--- config.mk ---
export PLATFORM = sky130hd
export DESIGN_NAME = psram_req_arbiter
export DESIGN_NICKNAME = d
export VERILOG_FILES = /design/src/rtl/psram_req_arbiter.sv
export SDC_FILE = /design/constraint.sdc
export NUM_CORES = 1
export LEC_CHECK = 0
export CORE_UTILIZATION = 40
export CTS_BUF_LIST = sky130_fd_sc_hd__clkbuf_2
export DETAILED_ROUTE_END_ITERATION = 8
export PLACE_DENSITY_LB_ADDON = 0.15
export SLEW_MARGIN = 30
export SYNTH_ARGS = -nofsm -noshare
export SYNTH_HDL_FRONTEND = slang
export SYNTH_SLANG_ARGS = --single-unit
--- constraint.sdc ---
create_clock -name clk -period 4.51 [get_ports clk]
set_input_delay 0.902 -clock clk [delete_from_list [all_inputs] [get_ports clk]]
set_output_delay 0.902 -clock clk [all_outputs]
set_load 0.01 [all_outputs]
--- src/rtl/psram_req_arbiter.sv ---
// rtl/psram_req_arbiter.sv - round-robin arbiter sharing one QSPI PSRAM controller port between two clients
// Optional WAIT watchdog with controller abort: define PSRAM_ARB_TIMEOUT_EN.
module psram_req_arbiter #(
   parameter int ADDR_W         = 24,
   parameter int DATA_W         = 32,
   parameter int TIMEOUT_CYCLES = 1024
) (
   input  logic              clk,
   input  logic              rst,
   input  logic              req0,
   input  logic              req1,
   input  logic              we0,
   input  logic              we1,
   input  logic [ADDR_W-1:0] addr0,
   input  logic [ADDR_W-1:0] addr1,
   input  logic [DATA_W-1:0] wdata0,
   input  logic [DATA_W-1:0] wdata1,
   output logic              ack0,
   output logic              ack1,
   output logic              err0,
   output logic              err1,
   output logic [DATA_W-1:0] rdata0,
   output logic [DATA_W-1:0] rdata1,
   output logic              mem_start,
   output logic              mem_we,
   output logic [ADDR_W-1:0] mem_addr,
   output logic [DATA_W-1:0] mem_wdata,
   output logic              mem_abort,
   input  logic              mem_done,
   input  logic [DATA_W-1:0] mem_rdata,
   output logic              busy,
   output logic              grant_id
);

   typedef enum logic [1:0] {IDLE, ISSUE, WAIT, RESP} state_t;

   state_t state, next_state;
   logic   last_grant;
   logic   grant_en;
   logic   grant_pick;

   if (TIMEOUT_CYCLES < 2) begin : g_param_check
      $error("psram_req_arbiter: TIMEOUT_CYCLES must be at least 2");
   end

`ifdef PSRAM_ARB_TIMEOUT_EN
   localparam int CNT_W = $clog2(TIMEOUT_CYCLES);

   logic [CNT_W-1:0] wait_cnt;
   logic             timeout_hit;
   logic             timed_out;

   assign mem_abort = timeout_hit;
   assign err0      = ack0 & timed_out;
   assign err1      = ack1 & timed_out;
`else
   assign mem_abort = 1'b0;
   assign err0      = 1'b0;
   assign err1      = 1'b0;
`endif

   assign busy = (state != IDLE);

   always_comb begin
      next_state = state;
      grant_en   = 1'b0;
      grant_pick = 1'b0;
      mem_start  = 1'b0;
      ack0       = 1'b0;
      ack1       = 1'b0;
`ifdef PSRAM_ARB_TIMEOUT_EN
      timeout_hit = 1'b0;
`endif
      case (state)
         IDLE: begin
            if (req0 || req1) begin
               grant_en = 1'b1;
               // On a tie the client that was not served last wins.
               grant_pick = (req0 && req1) ? ~last_grant : req1;
               next_state = ISSUE;
            end
         end
         ISSUE: begin
            mem_start  = 1'b1;
            next_state = WAIT;
         end
         WAIT: begin
            if (mem_done) begin
               next_state = RESP;
            end
`ifdef PSRAM_ARB_TIMEOUT_EN
            else if (wait_cnt == CNT_W'(TIMEOUT_CYCLES - 1)) begin
               timeout_hit = 1'b1;
               next_state  = RESP;
            end
`endif
         end
         RESP: begin
            ack0       = ~grant_id;
            ack1       = grant_id;
            next_state = IDLE;
         end
         default: next_state = IDLE;
      endcase
   end

   always_ff @(posedge clk or posedge rst) begin
      if (rst) begin
         state      <= IDLE;
         last_grant <= 1'b1;
         grant_id   <= 1'b0;
         mem_we     <= 1'b0;
         mem_addr   <= '0;
         mem_wdata  <= '0;
         rdata0     <= '0;
         rdata1     <= '0;
`ifdef PSRAM_ARB_TIMEOUT_EN
         wait_cnt   <= '0;
         timed_out  <= 1'b0;
`endif
      end else begin
         state <= next_state;
         if (grant_en) begin
            grant_id  <= grant_pick;
            mem_we    <= grant_pick ? we1    : we0;
            mem_addr  <= grant_pick ? addr1  : addr0;
            mem_wdata <= grant_pick ? wdata1 : wdata0;
         end
         // Writes complete with an ack but leave the client's read data untouched.
         if (state == WAIT && mem_done && !mem_we) begin
            if (grant_id) rdata1 <= mem_rdata;
            else          rdata0 <= mem_rdata;
         end
         if (state == RESP) begin
            last_grant <= grant_id;
         end
`ifdef PSRAM_ARB_TIMEOUT_EN
         if (state == ISSUE)      wait_cnt <= '0;
         else if (state == WAIT)  wait_cnt <= wait_cnt + CNT_W'(1);
         if (grant_en)            timed_out <= 1'b0;
         if (timeout_hit) begin
            timed_out <= 1'b1;
            if (!mem_we) begin
               if (grant_id) rdata1 <= '0;
               else          rdata0 <= '0;
            end
         end
`endif
      end
   end

endmodule

==> results.json <==
{
  "status": "finished clean",
  "die_h_um": 121,
  "cts_root_buf": "clkbuf_2",
  "row_count": 43,
  "cp.arrival_ns": 2.09,
  "drv_cap": 0,
  "routedWlPerCell_um": 15.9,
  "gr-total-overflow": 0,
  "leakage_nw": 3.46,
  "criticalPathCategory": "flop to output pin",
  "start_kind": "flop",
  "power.density_nw_per_um2": 602,
  "core-area_sq_um": 13800,
  "hold_violations": 0,
  "rsz0062_at_grt": "false",
  "start_util": 0.409,
  "fmax_ghz": 0.334,
  "path_max_fanout": 4,
  "post_cts_buffers": 0,
  "slew_violations": 0,
  "grt_max_degree": 116,
  "dp_hpwl_mm": 10.8,
  "regArea_sq_um": 3130,
  "totalWireLength_mm": 14.8,
  "setup-violations-final": 0,
  "tightestPinTransition_ns": 0.930,
  "clkTransAtPathRegs_ns": 0.16,
  "vias": 4702,
  "ys.flop_type": "dfrtp_1",
  "drc": 0,
  "multiInputGateArea_sq_um": 2280,
  "hp-class": "flop to flop",
  "synth_cell_types": 27,
  "finish.net_count": 901,
  "area.growth.synth_to_final_pct": 53.2,
  "place.gp.congestion": 0.770,
  "syn_avg_cell_area_sq_um": 11.6,
  "final.setup_skew_ns": 0.0220,
  "netlist_area_sq_um": 5650,
  "ys_seq_area_frac": 0.554,
  "n_antenna_cell": 0,
  "grt_pass1_wl_mm": 23.1,
  "period_share": 0.664,
  "fin_crit_ns": 2.99,
  "htree_levels": 4,
  "cts_inserted_buffers": 17,
  "fill_cells": 1102,
  "vdd_drop_max_uv": 262,
  "vias_per_cell": 5.03,
  "dr.pass1.iters": 6,
  "final_antenna_net_count": 0,
  "io_pins": 280,
  "max-slew-margin-rel": 0.377,
  "cts_sinks": 125,
  "layout-drive-gt1-share": 0.143,
  "grtUsageTotal": 0.209,
  "worstPathRequired_ns": 3.61,
  "cts_tree": "built",
  "ys_async_sr_fraction": 1.00,
  "postCtsHoldBufs": 0,
  "clock_latency_ns": 0.69,
  "syn_inst": 489,
  "grt_antenna_before_repair": 0,
  "drt_iter0_drc": 203,
  "final_util": 0.626,
  "dieArea_sq_um": 14600,
  "yosys_warnings": 0,
  "die-width_um": 121,
  "grt_pass1_vias": 4544,
  "setup_tns_ns": 0,
  "holdWs_ns": 0.524,
  "ys_ff_latch": 125,
  "clockBufferDepth": 2,
  "io_buffers": 276,
  "cp-end-kind": "output pin",
  "postCtsResizedCells": 0,
  "synth_edf_count": 0
}
[area by class of cell]
type | count | area share
Multi-Input combinational cell | 313 | 0.263
Timing Repair Buffer | 282 | 0.327
Clock buffer | 18 | 0.0104
Tap cell | 180 | 0.0260
Sequential cell | 125 | 0.361
Inverter | 6 | 0.00289
Clock inverter | 11 | 0.00925
[registers in the layout (all words and copies together), names as in the netlist]
name	count
last_grant	1
mem_addr	24
rdata1	32
rdata0	32
state	2
grant_id	1
mem_wdata	32
mem_we	1
[cell families after synthesis]
family          after synthesis  synth area share
fa+ha+maj                     5            0.0111
flops                       125             0.554
mux                          66             0.132
simple gates                121             0.138
other cells                   1          0.000664
compound gates              118             0.120
buf+inv                      53            0.0452
[per-stage QoR]
| stage | area (sq um) | cells | setup WS, ns | power, W |
|---|---|---|---|---|
| floorplan | 5660 | 491 | 0.282 | 0.00324 |
| global placement | 8460 | 905 | 1.39 | 0.00460 |
| detailed placement | 8490 | 906 | 1.30 | 0.00471 |
| CTS | 8660 | 935 | 1.43 | 0.00528 |
| global route | 8660 | 935 | 1.29 | 0.00559 |
| finish | 8660 | 935 | 1.52 | 0.00521 |
[report_power, final]
group	total, W	switching, W	leakage (nW)	internal [W]
clock	0.000569	0.000389	0.113	0.000180
sequential	0.00196	0.000297	1.47	0.00167
combinational	0.00268	0.00113	1.88	0.00154
[path summary, 6_finish.rpt]
path / from / slack (ns) / to / depth (start not counted)
max reg2reg: state[0]$_DFFE_PP0P_ / 1.98 / mem_addr[16]$_DFFE_PP0P_ / 6
max: state[0]$_DFFE_PP0P_ / 1.52 / busy / 4
min in group asynchronous: rst / 0.66 / rdata1[2]$_DFFE_PP0P_ / 2
min reg2reg: rdata1[18]$_DFFE_PP0P_ / 0.52 / rdata1[18]$_DFFE_PP0P_ / 1
max in group asynchronous: rst / 2.85 / rdata1[13]$_DFFE_PP0P_ / 3
min: rdata1[18]$_DFFE_PP0P_ / 0.52 / rdata1[18]$_DFFE_PP0P_ / 1
[cell usage in the layout (no fill, tap or decap)]
cell	n
mux2_2	66
clkinv_2	3
a31oi_1	57
o32a_1	1
or3b_1	52
nor4b_4	1
dfstp_2	1
ha_1	5
and2_1	1
inv_4	1
o32a_2	1
nor3_1	1
o21a_4	1
or3b_2	5
bufinv_16	1
nor2b_1	1
clkinv_1	5
clkdlybuf4s50_1	276
nand2_2	1
nand4b_1	1
nor2_1	57
o21ai_0	57
o22ai_1	1
clkinvlp_4	1
conb_1	3
buf_4	5
buf_16	1
and2_4	1
dfrtp_1	124
clkinv_4	1
clkbuf_2	18
inv_1	5
[Yosys cell counts (all sizes together), types with 2 or more instances]
master	instances	area, sq um
buf	16	116
inv	6	22.5
mux2	66	743
and2	2	15.0
o32a	2	21.3
a31oi	57	357
clkbuf	31	116
nor2	57	214
o21ai	57	285
ha	5	62.6
or3b	57	499
dfrtp	124	3100
[layer usage]
layer | global-route usage | wire (um) | vias to the layer above
met2 | 0.349 | 7290 | 196
met3 | 0.0943 | 1470 | 22
li1 | - | - | 2273
met1 | 0.232 | 5760 | 2211
met4 | 0.0826 | 318 | 0
met5 | 0 | 0 | -
[worst max-delay path, cell delays in order, from the launching register on]
cell             delay, ns
dfrtp_1               0.43
inv_1                 0.10
ha_1                  0.25
inv_1                 0.10
clkdlybuf4s50_1       0.54
No activity file was read; power rests on OpenSTA's default activity.
